## src/rtl/awg_load_ctrl.sv

```systemverilog
// Write-side sequencer: packs a 16-bit AXI-Stream into 8-lane rows of the AWG waveform memory.
// Define AWG_LOAD_TIMEOUT_EN to build a stall watchdog that aborts a load starved of samples.
module awg_load_ctrl #(
    parameter int RAM_DEPTH      = 15,
    parameter int LANES          = 8,
    parameter int TIMEOUT_CYCLES = 1024
) (
    input  logic                     s00_axis_aclk,
    input  logic                     s00_axis_aresetn,
    input  logic                     cmd_start,
    input  logic                     cmd_ch,
    input  logic [RAM_DEPTH:0]       cmd_rows,
    input  logic                     cmd_abort,
    input  logic [15:0]              s00_axis_tdata,
    input  logic                     s00_axis_tvalid,
    input  logic                     s00_axis_tlast,
    output logic                     s00_axis_tready,
    output logic [1:0]               we,
    output logic [RAM_DEPTH-1:0]     row,
    output logic [$clog2(LANES)-1:0] col,
    output logic [15:0]              gpio_data_out,
    output logic [31:0]              max_points,
    output logic                     busy,
    output logic                     done,
    output logic                     err
);

    localparam int                   COL_W    = $clog2(LANES);
    localparam logic [RAM_DEPTH:0]   ROWS_ONE = {{RAM_DEPTH{1'b0}}, 1'b1};
    localparam logic [RAM_DEPTH:0]   ROWS_MAX = {1'b1, {RAM_DEPTH{1'b0}}};
    localparam logic [COL_W-1:0]     COL_LAST = COL_W'(LANES - 1);
    localparam logic [COL_W-1:0]     COL_ONE  = COL_W'(1);
    localparam logic [RAM_DEPTH-1:0] ROW_ONE  = RAM_DEPTH'(1);

    typedef enum logic [1:0] {IDLE, LOAD, FLUSH, DONE} state_t;

    state_t               state_q, state_d;
    logic                 ch_q, ch_d;
    logic [RAM_DEPTH:0]   rows_q, rows_d;
    logic [RAM_DEPTH-1:0] row_cnt_q, row_cnt_d;
    logic [COL_W-1:0]     col_cnt_q, col_cnt_d;
    logic [1:0]           we_q, we_d;
    logic [RAM_DEPTH-1:0] row_q, row_d;
    logic [COL_W-1:0]     col_q, col_d;
    logic [15:0]          data_q, data_d;
    logic [31:0]          max_q, max_d;
    logic                 err_q, err_d;

    logic [RAM_DEPTH:0]   rows_m1;
    logic                 start_ok;
    logic                 last_beat;
    logic                 stall_hit;

    assign rows_m1   = rows_q - ROWS_ONE;
    assign start_ok  = (cmd_rows != '0) && (cmd_rows <= ROWS_MAX);
    assign last_beat = ({1'b0, row_cnt_q} == rows_m1) && (col_cnt_q == COL_LAST);

`ifdef AWG_LOAD_TIMEOUT_EN
    localparam int STALL_W = $clog2(TIMEOUT_CYCLES + 1);
    logic [STALL_W-1:0] stall_q, stall_d;

    // Counts consecutive sample-less LOAD cycles; fires on the TIMEOUT_CYCLES-th one.
    assign stall_hit = (state_q == LOAD) && !s00_axis_tvalid &&
                       (stall_q == STALL_W'(TIMEOUT_CYCLES - 1));

    always_comb begin
        stall_d = '0;
        if (state_q == LOAD && !s00_axis_tvalid)
            stall_d = stall_q + STALL_W'(1);
    end

    always_ff @(posedge s00_axis_aclk or negedge s00_axis_aresetn) begin
        if (!s00_axis_aresetn) stall_q <= '0;
        else                   stall_q <= stall_d;
    end
`else
    // No watchdog: LOAD waits for samples indefinitely.
    assign stall_hit = 1'b0 && (TIMEOUT_CYCLES > 0);
`endif

    always_comb begin
        state_d   = state_q;
        ch_d      = ch_q;
        rows_d    = rows_q;
        row_cnt_d = row_cnt_q;
        col_cnt_d = col_cnt_q;
        we_d      = we_q;
        row_d     = row_q;
        col_d     = col_q;
        data_d    = data_q;
        max_d     = max_q;
        err_d     = err_q;

        case (state_q)
            IDLE: begin
                if (cmd_start) begin
                    if (start_ok) begin
                        ch_d      = cmd_ch;
                        rows_d    = cmd_rows;
                        row_cnt_d = '0;
                        col_cnt_d = '0;
                        err_d     = 1'b0;
                        state_d   = LOAD;
                    end else begin
                        err_d = 1'b1;
                    end
                end
            end
            LOAD: begin
                // Abort wins over a same-cycle beat; that beat is dropped.
                if (cmd_abort || stall_hit) begin
                    we_d    = '0;
                    err_d   = 1'b1;
                    state_d = IDLE;
                end else if (s00_axis_tvalid) begin
                    data_d = s00_axis_tdata;
                    row_d  = row_cnt_q;
                    col_d  = col_cnt_q;
                    we_d   = ch_q ? 2'd2 : 2'd1;
                    if (col_cnt_q == COL_LAST) begin
                        col_cnt_d = '0;
                        row_cnt_d = row_cnt_q + ROW_ONE;
                    end else begin
                        col_cnt_d = col_cnt_q + COL_ONE;
                    end
                    // tlast only cross-checks the row count; the count decides the end.
                    if (last_beat) begin
                        state_d = FLUSH;
                        if (!s00_axis_tlast) err_d = 1'b1;
                    end else if (s00_axis_tlast) begin
                        err_d = 1'b1;
                    end
                end
            end
            FLUSH: begin
                if (cmd_abort) begin
                    we_d    = '0;
                    err_d   = 1'b1;
                    state_d = IDLE;
                end else begin
                    we_d    = '0;
                    max_d   = {{(31-RAM_DEPTH){1'b0}}, rows_m1};
                    state_d = DONE;
                end
            end
            DONE:    state_d = IDLE;
            default: state_d = IDLE;
        endcase
    end

    always_ff @(posedge s00_axis_aclk or negedge s00_axis_aresetn) begin
        if (!s00_axis_aresetn) begin
            state_q   <= IDLE;
            ch_q      <= 1'b0;
            rows_q    <= '0;
            row_cnt_q <= '0;
            col_cnt_q <= '0;
            we_q      <= '0;
            row_q     <= '0;
            col_q     <= '0;
            data_q    <= '0;
            max_q     <= '0;
            err_q     <= 1'b0;
        end else begin
            state_q   <= state_d;
            ch_q      <= ch_d;
            rows_q    <= rows_d;
            row_cnt_q <= row_cnt_d;
            col_cnt_q <= col_cnt_d;
            we_q      <= we_d;
            row_q     <= row_d;
            col_q     <= col_d;
            data_q    <= data_d;
            max_q     <= max_d;
            err_q     <= err_d;
        end
    end

    assign s00_axis_tready = (state_q == LOAD);
    assign busy            = (state_q == LOAD) || (state_q == FLUSH);
    assign done            = (state_q == DONE);
    assign we              = we_q;
    assign row             = row_q;
    assign col             = col_q;
    assign gpio_data_out   = data_q;
    assign max_points      = max_q;
    assign err             = err_q;

endmodule

```

## config.mk

```make
export PLATFORM = sky130hd
export DESIGN_NAME = awg_load_ctrl
export DESIGN_NICKNAME = d
export VERILOG_FILES = /design/src/rtl/awg_load_ctrl.sv
export SDC_FILE = /design/constraint.sdc
export NUM_CORES = 1
export LEC_CHECK = 0
export CORE_MARGIN = 4
export CORE_UTILIZATION = 30
export DETAILED_ROUTE_END_ITERATION = 10
export DONT_BUFFER_PORTS = 1
export GPL_TIMING_DRIVEN = 0
export PLACE_DENSITY = 0.49
export SLEW_MARGIN = 20
export SYNTH_ARGS = -nofsm -noshare
export SYNTH_HDL_FRONTEND = slang
export SYNTH_SLANG_ARGS = --single-unit
export TNS_END_PERCENT = 30
```

## constraint.sdc

```tcl
create_clock -name s00_axis_aclk -period 3.4 [get_ports s00_axis_aclk]
set_input_delay 0.68 -clock s00_axis_aclk [delete_from_list [all_inputs] [get_ports s00_axis_aclk]]
set_output_delay 0.68 -clock s00_axis_aclk [all_outputs]
set_load 0.02 [all_outputs]
```

==> flow_metrics.env, run 1 <==
export IMPL_status="finished, final reports clean"
export IMPL_post_cts_buffers=0
export IMPL_hold_viol_final=0
export IMPL_instances_no_fill=640
export IMPL_globalplace_congestion=0.856
export IMPL_firstDrtPassIters=4
export IMPL_synth_async_reset_ratio_pct=100
export IMPL_hpwl_um=9030
export IMPL_pwr_share_clk_pct=22.7
export IMPL_slew_headroom_pct=59.2
export IMPL_syn_inst=421
export IMPL_clk_latency_ns=0.34
export IMPL_cpPeakStageDelay_ns=0.49
export IMPL_areaGrowthSynthToFinish_pct=12.5
export IMPL_coreArea_um2=15100
export IMPL_cts_max_path_buffers=2
export IMPL_drc=0
export IMPL_grt_ovfl_total=0
export IMPL_hold_buffers=0
export IMPL_cts_root_buf="clkbuf_16"
export IMPL_die_h_um=132
export IMPL_rr_startpoint="rows_q[0]"
export IMPL_vdd_drop_max_mv=0.261
export IMPL_grt_pass1_wl_um=19000
export IMPL_required_ns=3.63
export IMPL_worstHoldPathType="in -> async"
export IMPL_layout_commonest_cell="dfrtp_1"
export IMPL_setup_viol=0
export IMPL_final_util_pct=34.4
export IMPL_synth_edf_count=0
export IMPL_whs_ns=0.0318
export IMPL_die_w_um=132
export IMPL_wirelength_um=11600
export IMPL_drtIter0Drc=150
export IMPL_tns_ns=0
export IMPL_dpl_cell_area_um2=4920
export IMPL_sequentialPowerShare_pct=48.0
export IMPL_maxSlewViolCount=0
export IMPL_htreeDepth=3
export IMPL_critical_path_slowest_cell="o21ai_0"
export IMPL_synth_seq_cells=90
export IMPL_period_share_pct=90.0
export IMPL_reg2reg_to="state_q[0]"
export IMPL_stdcell_area_um2=5200
export IMPL_start_util_pct=30.5
export IMPL_intPower_mw=2.60
export IMPL_io_buffers=0
export IMPL_cts_sinks=90
export IMPL_cts_tree="built"
export IMPL_drv_cap=0
export IMPL_r2r_slack_ns=0.34
export IMPL_grt_pass1_vias=3209
export IMPL_p_comb_share_pct=29.3
export IMPL_drtAntennaViolNets=0
export IMPL_fillers=1535
export IMPL_fin_ws_ns=0.340
export IMPL_syn_area_um2=4620
export IMPL_cellLeakagePower_nw=2.25
export IMPL_antenna_found_initial=0
export IMPL_cp_start_kind="flip-flop"
export IMPL_p_total_mw=4.31
export IMPL_critPathLaunch="rows_q[0]"
export IMPL_grtUsageTotal_pct=13.9
export IMPL_critPathCaptureType="flip-flop"
export IMPL_layout_common_cells="90 x dfrtp_1, 49 x mux2_2, 35 x nand2_1, 35 x o21ai_0, 23 x nor2_1"
export IMPL_worstPathArrival_ns=3.29
export IMPL_post_route_min_period_ns=3.06
export IMPL_skew_ns=0.00638
export IMPL_dp_cells=624
export IMPL_path_clk_slew_ns=0.06
export IMPL_yosysUniqueCellTypes=56
export IMPL_p_per_area_nw_per_um2=827
export IMPL_synth_seq_area_share_pct=48.7
export IMPL_avgSynthCellArea_um2=11.0
export IMPL_nNetsFinal=494
export IMPL_dp_slack_ns=0.369
export IMPL_max_freq_ghz=0.327
export IMPL_ys_warn_count=0
export IMPL_crit_buf_inv=2
export IMPL_worstMarginPinSlew_ns=0.612
export IMPL_sw_frac_of_total_pct=39.6
export IMPL_path_cells="inv_1 -> ha_1 -> or4b_4 -> buf_6 -> or2_4 -> xor2_1 -> o21ai_0 -> nor4_2 -> a31oi_1 -> nor2_2 -> o22a_1"
export IMPL_row_count=45
export IMPL_drive_above_1_share_pct=21.7
export IMPL_wire_per_inst_um=18.2
export IMPL_cp_top_family="compound AO/OA/AOI/OAI gates"
export IMPL_worstPathMaxFanout=6
export IMPL_dieArea_um2=17500
export IMPL_via_per_inst=4.94
export IMPL_cts_made_buffers=9
export IMPL_ys_flop_type="dfrtp_1"
export IMPL_vias=3160
export IMPL_cts_resized=0
export IMPL_power_switching_mw=1.70
export IMPL_rsz0062_at_grt="no"
export IMPL_rr_worst_depth=11
export IMPL_n_antenna_cell=0
export IMPL_num_io_pins=111
export IMPL_crit_type="reg -> reg"
export IMPL_grt_max_degree=91
==> final cells by class <==
type / instances / area [um^2] / area share (%)
clock buffers: 11 / 233 / 4.47
plain buffers: 34 / 214 / 4.11
inverters: 13 / 48.8 / 0.938
multi-input cells: 299 / 2170 / 41.6
well taps: 188 / 235 / 4.52
flip-flops and latches: 90 / 2250 / 43.3
clock inverters: 5 / 55.1 / 1.06
==> worst reg2reg max path: cells and delay by family, from the launching register on <==
kind | cells | cell delay (ns)
compound gates | 3 | 0.97
simple gates | 4 | 0.96
flops | 1 | 0.46
buf+inv | 2 | 0.24
fa+ha+maj | 1 | 0.19
xor+xnor | 1 | 0.14
==> cells by family after synthesis <==
| group | synth area share, % |
|---|---|
| simple gates | 13.9 |
| flops | 48.7 |
| compound gates | 9.90 |
| mux | 11.9 |
| buf+inv | 5.68 |
| xor+xnor | 7.60 |
| fa+ha+maj | 2.16 |
| other cells | 0.0811 |
==> synthesized netlist by cell type (all sizes together) (2+ instances only) <==
library cell | instances | area share [%]
a32o | 2 | 0.43
o211ai | 3 | 0.60
nand4 | 4 | 0.54
mux2 | 49 | 12
a31oi | 4 | 0.54
o21ai | 35 | 3.8
o2111ai | 3 | 0.70
clkbuf | 14 | 1.1
xor2 | 17 | 3.2
inv | 13 | 1.1
nor2 | 24 | 2.0
and3 | 4 | 0.54
buf | 20 | 3.5
or2b | 3 | 0.51
or2 | 2 | 0.32
nand3 | 13 | 1.4
a22oi | 4 | 0.65
nand2 | 35 | 2.8
o2111a | 2 | 0.49
xnor2 | 18 | 3.4
nor4 | 10 | 2.1
a21oi | 8 | 0.87
nand2b | 2 | 0.27
nor3 | 5 | 0.65
ha | 8 | 2.2
dfrtp | 90 | 49
xnor3 | 2 | 0.97
or3 | 9 | 1.2
==> power groups by stage <==
| stage | logic, mW | clock network [mW] | registers [mW] |
|---|---|---|---|
| 2_1_floorplan | 1.03 | 0 | 1.94 |
| 3_3_place_gp | 1.24 | 0 | 2.10 |
| 3_5_place_dp | 1.27 | 0 | 2.10 |
| 4_1_cts | 1.28 | 1.02 | 2.08 |
| 5_1_grt | 1.42 | 1.06 | 2.12 |
| 6_report | 1.26 | 0.976 | 2.07 |
==> registers in the layout, summed over array words and instances, names as in the netlist <==
signal and flops:
err 1, ch_q 1, col_cnt_q 3, row 15, we 2, row_cnt_q 15, col 3, rows_q 16
gpio_data_out 16, max_points 16, state_q 2
==> per-layer routing <==
layer	wire length [um]	vias to the layer above	part of all wire, %	track usage, %
li1	-	1518	-	-
met1	5170	1537	44	18.6
met2	5500	95	47	21.2
met3	887	10	7.6	4.58
met4	88	0	0.76	4.32
met5	0	-	0	0
==> how the worst max path moves through the flow <==
stage | to | depth (start not counted) | slack (ns)
final | state_q[0] | 11 | 0.34
after global routing | state_q[0] | 11 | 0.18
after CTS | state_q[0] | 11 | 0.35
after detailed placement | state_q[0] | 11 | 0.37
after global placement | state_q[0] | 11 | 0.42
after floorplan | err | 11 | 0.79
Power figures use the tool's default switching activity.
==> run 2, diff against run 1 <==
CORE_UTILIZATION = 63   (was 30)
PLACE_DENSITY = 0.84   (was 0.49)
==> run 2 against run 1 <==
Net effect: die area fell by 50%; critical path depth did not move; global-route usage rose by 11 points; combinational power barely moved; worst hold slack improved by 0.12 ns; critical endpoint unchanged; largest cell class unchanged; largest power group unchanged.
==> flow_metrics.env, run 2 (synthesis gave the netlist of run 1 again) <==
export IMPL_hold_viol_final=0
export IMPL_nNetsFinal=497
export IMPL_layout_common_cells="90 x dfrtp_1, 49 x mux2_2, 35 x nand2_1, 35 x o21ai_0, 23 x nor2_1"
export IMPL_crit_buf_inv=2
export IMPL_grt_pass1_vias=3306
export IMPL_dp_slack_ns=0.447
export IMPL_skew_ns=0.0192
export IMPL_worstPathMaxFanout=6
export IMPL_areaGrowthSynthToFinish_pct=9.79
export IMPL_drv_cap=0
export IMPL_tns_ns=0
export IMPL_cellLeakagePower_nw=2.25
export IMPL_start_util_pct=66.6
export IMPL_required_ns=3.64
export IMPL_wire_per_inst_um=19.4
export IMPL_io_buffers=0
export IMPL_cts_made_buffers=9
export IMPL_wirelength_um=10700
export IMPL_status="finished, final reports clean"
export IMPL_period_share_pct=88.7
export IMPL_via_per_inst=6.02
export IMPL_grtUsageTotal_pct=25.0
export IMPL_firstDrtPassIters=4
export IMPL_grt_ovfl_total=0
export IMPL_fillers=505
export IMPL_cts_sinks=90
export IMPL_die_h_um=93.7
export IMPL_drc=0
export IMPL_fin_ws_ns=0.383
export IMPL_n_antenna_cell=0
export IMPL_setup_viol=0
export IMPL_layout_commonest_cell="dfrtp_1"
export IMPL_critical_path_slowest_cell="dfrtp_1"
export IMPL_die_w_um=93.7
export IMPL_worstPathArrival_ns=3.26
export IMPL_slew_headroom_pct=59.3
export IMPL_worstMarginPinSlew_ns=0.611
export IMPL_cpPeakStageDelay_ns=0.47
export IMPL_vias=3315
export IMPL_hpwl_um=7940
export IMPL_row_count=30
export IMPL_vdd_drop_max_mv=0.464
export IMPL_antenna_found_initial=0
export IMPL_path_cells="inv_1 -> ha_1 -> or4b_4 -> buf_6 -> or2_4 -> xor2_1 -> o21ai_0 -> nor4_2 -> a31oi_1 -> nor2_2 -> o22a_1"
export IMPL_critPathCaptureType="flip-flop"
export IMPL_drive_above_1_share_pct=22.4
export IMPL_htreeDepth=3
export IMPL_coreArea_um2=6940
export IMPL_final_util_pct=73.1
export IMPL_rsz0062_at_grt="no"
export IMPL_dieArea_um2=8780
export IMPL_num_io_pins=111
export IMPL_p_total_mw=4.14
export IMPL_maxSlewViolCount=0
export IMPL_path_clk_slew_ns=0.10
export IMPL_cts_max_path_buffers=2
export IMPL_cts_tree="built"
export IMPL_worstHoldPathType="in -> async"
export IMPL_drtAntennaViolNets=0
export IMPL_clk_latency_ns=0.36
export IMPL_cp_start_kind="flip-flop"
export IMPL_cts_root_buf="clkbuf_8"
export IMPL_crit_type="reg -> reg"
export IMPL_post_route_min_period_ns=3.02
export IMPL_globalplace_congestion=0.910
export IMPL_grt_pass1_wl_um=16900
export IMPL_dpl_cell_area_um2=4800
export IMPL_post_cts_buffers=0
export IMPL_grt_max_degree=52
export IMPL_drtIter0Drc=139
export IMPL_max_freq_ghz=0.331
export IMPL_whs_ns=0.150
export IMPL_p_per_area_nw_per_um2=815
export IMPL_cp_top_family="simple AND/OR/NAND/NOR gates"
export IMPL_dp_cells=532
export IMPL_stdcell_area_um2=5080
export IMPL_instances_no_fill=551
## run 2: changes by cell type in the layout (fill, tap and decap cells not counted)
cell | before | now
dlygate4sd3_1 | 0 | 1
clkbuf_8 | 0 | 11
inv_8 | 0 | 1
buf_16 | 0 | 1
clkbuf_1 | 16 | 14
buf_12 | 0 | 1
clkinvlp_4 | 2 | 0
clkinv_4 | 0 | 1
clkinv_2 | 2 | 0
clkbuf_16 | 9 | 0
inv_6 | 0 | 2
## run 2: routing by layer
metal / wire [um] / part of all wire [%] / track usage [%] / up-vias
met5: 0 / 0 / 0 / -
met3: 828 / 7.7 / 6.73 / 14
met4: 162 / 1.5 / 8.66 / 0
met1: 4330 / 41 / 32.4 / 1660
li1: - / - / - / 1511
met2: 5370 / 50 / 40.6 / 130
## run 2: final cells by class
cell class	count	area [um^2]	area share, %
Tap cell	96	120	2.37
Clock buffer	11	151	2.98
Timing Repair Buffer	3	57.6	1.13
Clock inverter	5	67.6	1.33
Multi-Input combinational cell	299	2170	42.7
Inverter	13	48.8	0.961
Sequential cell	90	2250	44.4
Buffer	34	214	4.21
## run 2: what timing repair did
item / 4_1_cts / 5_1_grt
hold endpoints to repair: 51 / 31
resized for setup: 0 / 0
hold buffers: 1 / 2
## run 2: power by group
part | total (mW) | internal [mW] | switching, mW
Sequential | 2.06 | 1.42 | 0.641
Combinational | 1.29 | 0.621 | 0.667
Clock | 0.794 | 0.392 | 0.402
## run 2: path summary, 6_finish.rpt
kind | startpoint | to | cells after the start | slack, ns
min reg2reg | ch_q | ch_q | 1 | 0.57
min | s00_axis_aresetn | row_cnt_q[14] | 1 | 0.15
min in group s00_axis_aclk | cmd_abort | state_q[1] | 1 | 0.43
max | rows_q[0] | state_q[0] | 11 | 0.38
max in group asynchronous | s00_axis_aresetn | rows_q[13] | 1 | 2.38
max reg2reg | rows_q[0] | state_q[0] | 11 | 0.38
==> RTL edit 1: new RTL, config.mk and constraints of run 2 <==
Change the parameter `RAM_DEPTH` from 15 to 14.
--- a/src/rtl/awg_load_ctrl.sv
+++ b/src/rtl/awg_load_ctrl.sv
@@ -3,3 +3,3 @@
 module awg_load_ctrl #(
-    parameter int RAM_DEPTH      = 15,
+    parameter int RAM_DEPTH      = 14,
     parameter int LANES          = 8,
Ports: changed (resized cmd_rows and row); port bits go from 111 to 109. No check against the original RTL was run, so the function may have changed too.
==> RTL edit 1 against run 2 <==
- sequential cell count is 4 lower
- clock power hardly changed
- worst hold slack worse by 0.0083 ns
- core utilization is 0.14 points higher
- via count is 2.4% higher
- non-clock buffer count is 12 higher
- worst setup slack worse by 0.24 ns
- sequential share of layout area is 2.1 points lower
- cell area is 0.20% higher
- power is 3.7% higher
- routed wire length is 1.2% higher
- highest routed layer unchanged
- synthesized area is 0.70% lower
==> RTL edit 1: results (changes against run 2) <==
Global routing
  • Total Routing Usage GR: 25.1% (+0.15 points)
  • Met3 Use GR: 7.88% (+1.2 points)
  • Largest net degree at the start of global routing: 66 (+27%)
  • Vias in the first global route: 3301 (-0.15%)
  • First-pass GRT wire length: 16800 um (-0.69%)
  • GR Util met1: 31.9% (-0.53 points)

Layout
  • Final-layout fill cell count: 506 (+0.20%)
  • Layout cells sized above 1: 21.1% (-1.4 points)
  • Nets: 512 (+3.0%)

Setup path
  • Critical path's top delay family: compound AO/OA/AOI/OAI gates
  • Worst stage delay on the critical path: 0.51 ns (+0.04 ns)
  • CP max FO: 8 (+2)

Placement
  • Placer's final routability congestion estimate: 0.911 (+0.19%)
  • DP HPWL: 7810 um (-1.7%)
  • Place WS: -0.135 ns (-0.583 ns)

Yosys
  • Seq/Total Area, Yosys: 46.9% (-1.8 points)
  • Commonest cells in the netlist: 86 x dfrtp_1, 44 x mux2_2, 36 x nand2_1

Detailed routing
  • WL met1: 4500 um (+3.8%)
  • DR vias: 3396 (+2.4%)
  • Drt pass-1 iters: 5 (+1)
  • DR WL met3: 975 um (+18%)

Power
  • Leakage: 2.20 nW (-2.4%)
  • Worst VDD drop: 0.599 mV (+29%)

Status
  • Outcome: finished, final reports clean

Clocking
  • Hold-fix buffers at CTS: 3 (+2)
  • Worst-path clk slew: 0.08 ns (-0.02 ns)
  • Post-CTS resize count: 1 (+1)

STA
  • Relative slew margins: 46.8% (-12 points)
## RTL edit 1: cell types whose count changed after synthesis, moves of 5 or more
cell / change
nand2b_1: +6
mux2_2: -5
a22o_1: +9
xor2_1: -8
nand3_1: -7
nor3_1: +5
o21ai_0: -6
## RTL edit 1: kinds of logic after synthesis
| group | after synthesis | synth area share (%) |
|---|---|---|
| and+or+nand+nor | 122 | 14.2 |
| DFF | 86 | 46.9 |
| AOI/OAI and AO/OA | 80 | 12.3 |
| buffers and inverters | 58 | 6.70 |
| muxes | 46 | 11.3 |
| xor gates and xnor gates | 32 | 6.40 |
| adders and majority gates | 8 | 2.18 |
| other | 1 | 0.0817 |
## RTL edit 1: worst paths after layout
| check | startpoint | endpoint | cells after the start |
|---|---|---|---|
| setup / recovery | rows_q[2] | err | 10 |
| hold / removal | s00_axis_aresetn | gpio_data_out[3] | 1 |
| setup reg to reg | rows_q[2] | err | 10 |
| hold reg to reg | ch_q | ch_q | 1 |
| max in group asynchronous | s00_axis_aresetn | row[9] | 1 |
| min in group s00_axis_aclk | cmd_abort | state_q[1] | 1 |
## RTL edit 1: cell type report
class,count,area [sq um],share of cell area (%)
Timing Repair Buffer,6,77.6,1.52
Buffer,43,253,4.97
Multi-Input combinational cell,305,2210,43.5
Tap cell,96,120,2.36
Clock buffer,12,145,2.85
Sequential cell,86,2150,42.3
Clock inverter,3,68.8,1.35
Inverter,15,56.3,1.11
## RTL edit 1: metrics by stage
step	instances	util (%)	total power, mW
after global routing	566	73.3	4.54
final	566	73.3	4.29
after CTS	563	72.3	4.24
after detailed placement	545	68.7	3.44
after floorplan	449	-	3.08
after global placement	545	68.7	3.37
## RTL edit 1: power breakdown
part           total, mW  switching, mW  internal [mW]
Combinational       1.57          0.864          0.702
Clock              0.794          0.362          0.432
Sequential          1.93          0.573           1.36
==> RTL edit 2: new RTL, flow settings as in run 2 <==
Made on the original files. The 4 states of `state_t` get a one-hot encoding in 4 bits.
--- a/src/rtl/awg_load_ctrl.sv
+++ b/src/rtl/awg_load_ctrl.sv
@@ -34,3 +34,3 @@
 
-    typedef enum logic [1:0] {IDLE, LOAD, FLUSH, DONE} state_t;
+    typedef enum logic [3:0] {IDLE = 4'b0001, LOAD = 4'b0010, FLUSH = 4'b0100, DONE = 4'b1000} state_t;
 
Behaviour: no difference found for any inputs over 4 cycles, from zero or initial values and one cycle with s00_axis_aresetn low; so few cycles prove little.
==> RTL edit 2 against run 2 <==
- routed wire length down 4.7%
- core utilization fell by 2.6 points
- synthesized cell count is 9.3% higher
- synthesized area grew 0.97%
- sequential cell count grew 2
- final cell count grew 7.4%
- power is 14% lower
- cell area rose by 0.20%
- worst setup slack worse by 0.12 ns
==> RTL edit 2: results (changes against run 2) <==
Setup path
  • Slowest cell on crit path: nor3b_1
  • Worst R2R Setup Slack: 0.26 ns (-0.12 ns)
  • Reg2reg path depth: 9 (-2)
  • Setup CP Type: flip-flop to flip-flop
  • Worst stage delay on the critical path: 0.66 ns (+0.19 ns)
  • Arr. time, crit path: 3.41 ns (+0.15 ns)
  • CP endpoint: state_q[1]

Clocking
  • Skew-Pair Late Insertion Delay: 0.37 ns
  • H-tree level count: 3 (unchanged)
  • Root Buffer: clkbuf_8

Global routing
  • Initial antenna violation count: 0 (unchanged)
  • First-pass GRT wire length: 16100 um (-5.2%)
  • Largest net degree at the start of global routing: 91 (+75%)
  • Vias in the first global route: 3339 (+1.0%)
  • Total Routing Usage GR: 23.8% (-1.2 points)

Detailed routing
  • Mean routed wirelength per cell: 17.2 um (-11%)
  • Drt pass-1 iters: 5 (+1)
  • Vias/cell: 5.71 (-5.0%)
  • DRT iter0 DRCs: 236 (+70%)

Yosys
  • Commonest cells in the netlist: 91 x dfrtp_1, 83 x nand2_1, 33 x mux2_2
  • XOR/XNOR Fraction of Synth Area: 8.95% (+1.3 points)
  • Adder-Cell Fraction of Synth Area: 1.07% (-1.1 points)
  • Seq/Total Area, Yosys: 49.3% (+0.63 points)
  • Synth area leaders: dfrtp_1 49%, mux2_2 8.0%, nand2_1 6.7%
  • Netlist cell types: 58 (+3.6%)
  • Multiplexer area fraction after synthesis: 8.82% (-3.1 points)
  • Complex-gate fraction of the synthesized area: 7.15% (-2.7 points)

STA
  • Clock skew: 0.0143 ns (-0.00491 ns)
  • Worst hold slack: 0.140 ns (-0.0102 ns)
  • Slew @ Worst Pin: 0.972 ns (+0.361 ns)

Placement
  • Placer's final routability congestion estimate: 0.902 (-0.84%)
  • DP HPWL: 7630 um (-4.0%)
  • DP Area: 4850 sq um (+1.0%)

Layout
  • Nets: 531 (+6.8%)
  • Final-layout fill cell count: 534 (+5.7%)
  • Layout cells sized above 1: 16.0% (-6.4 points)

Power
  • Leakage: 2.34 nW (+3.9%)
  • Worst VDD drop: 0.443 mV (-4.4%)

Status
  • Outcome: finished, final reports clean

Flow run
  • MaxCap Viol Count: 0 (unchanged)
## RTL edit 2: changes by cell type after synthesis, sizes merged, moves of 4 or more
| cell | before | now |
|---|---|---|
| nor3 | 5 | 11 |
| clkbuf | 14 | 21 |
| or3 | 9 | 2 |
| a22oi | 4 | 0 |
| nand2 | 35 | 83 |
| ha | 8 | 4 |
| mux2 | 49 | 33 |
| nor2 | 24 | 28 |
| mux2i | 0 | 4 |
## RTL edit 2: cell families after synthesis
| kind of cell | Yosys count |
|---|---|
| compound gates | 54 |
| xor+xnor | 41 |
| fa+ha+maj | 4 |
| buf+inv | 53 |
| flops | 92 |
| mux | 37 |
| other cells | 1 |
| simple gates | 178 |
## RTL edit 2: power breakdown
part	internal [mW]	leakage (nW)	switching, mW
combinational	0.501	1.06	0.609
clock	0.347	0.0971	0.405
sequential	1.34	1.18	0.380
total	2.19	2.34	1.39
## RTL edit 2: worst min-delay path by stage
stage	startpoint	cells past startpoint	to
4_1_cts	s00_axis_aresetn	0	state_q[0]
3_3_place_gp	s00_axis_aresetn	0	gpio_data_out[0]
5_1_grt	s00_axis_aresetn	0	state_q[0]
3_5_place_dp	s00_axis_aresetn	0	gpio_data_out[0]
2_1_floorplan	s00_axis_aresetn	0	ch_q
6_report	s00_axis_aresetn	0	state_q[0]
## RTL edit 2: worst reg2reg max path, delay by kind of cell, from the launching register on
kind | cells | cell delay (ns)
compound gates | 2 | 0.43
xor+xnor | 1 | 0.19
fa+ha+maj | 1 | 0.22
buf+inv | 1 | 0.11
flops | 1 | 0.46
simple gates | 4 | 1.64
## RTL edit 2: metrics by stage
stage	utilization [%]	instances	setup slack (ns)
after global routing	70.5	592	0.0501
after global placement	67.2	574	0.373
after detailed placement	67.2	574	0.324
after CTS	70.5	592	0.291
final	70.5	592	0.259
after floorplan	-	475	0.734
## RTL edit 2: metal layers
metal	vias to the layer above	share of wire [%]	wire length, um	GRT usage (%)
li1	1601	-	-	-
met1	1603	40	4080	30.0
met2	147	48	4890	37.8
met3	32	7.4	752	5.45
met4	0	4.6	473	13.2
met5	-	0	0	0
## RTL edit 2: area by class of cell
class | instances | share of cell area [%]
plain buffers | 42 | 4.48
clock buffers | 10 | 2.51
clock inverters | 6 | 1.43
inverters | 11 | 0.812
multi-input cells | 330 | 42.3
flip-flops and latches | 92 | 45.3
well taps | 99 | 2.43
repair buffers | 2 | 0.738
## RTL edit 2: timing repair
item	CTS	global route
endpoints found under the hold margin	90	0
buffers inserted	0	0
hold buffers	2	0
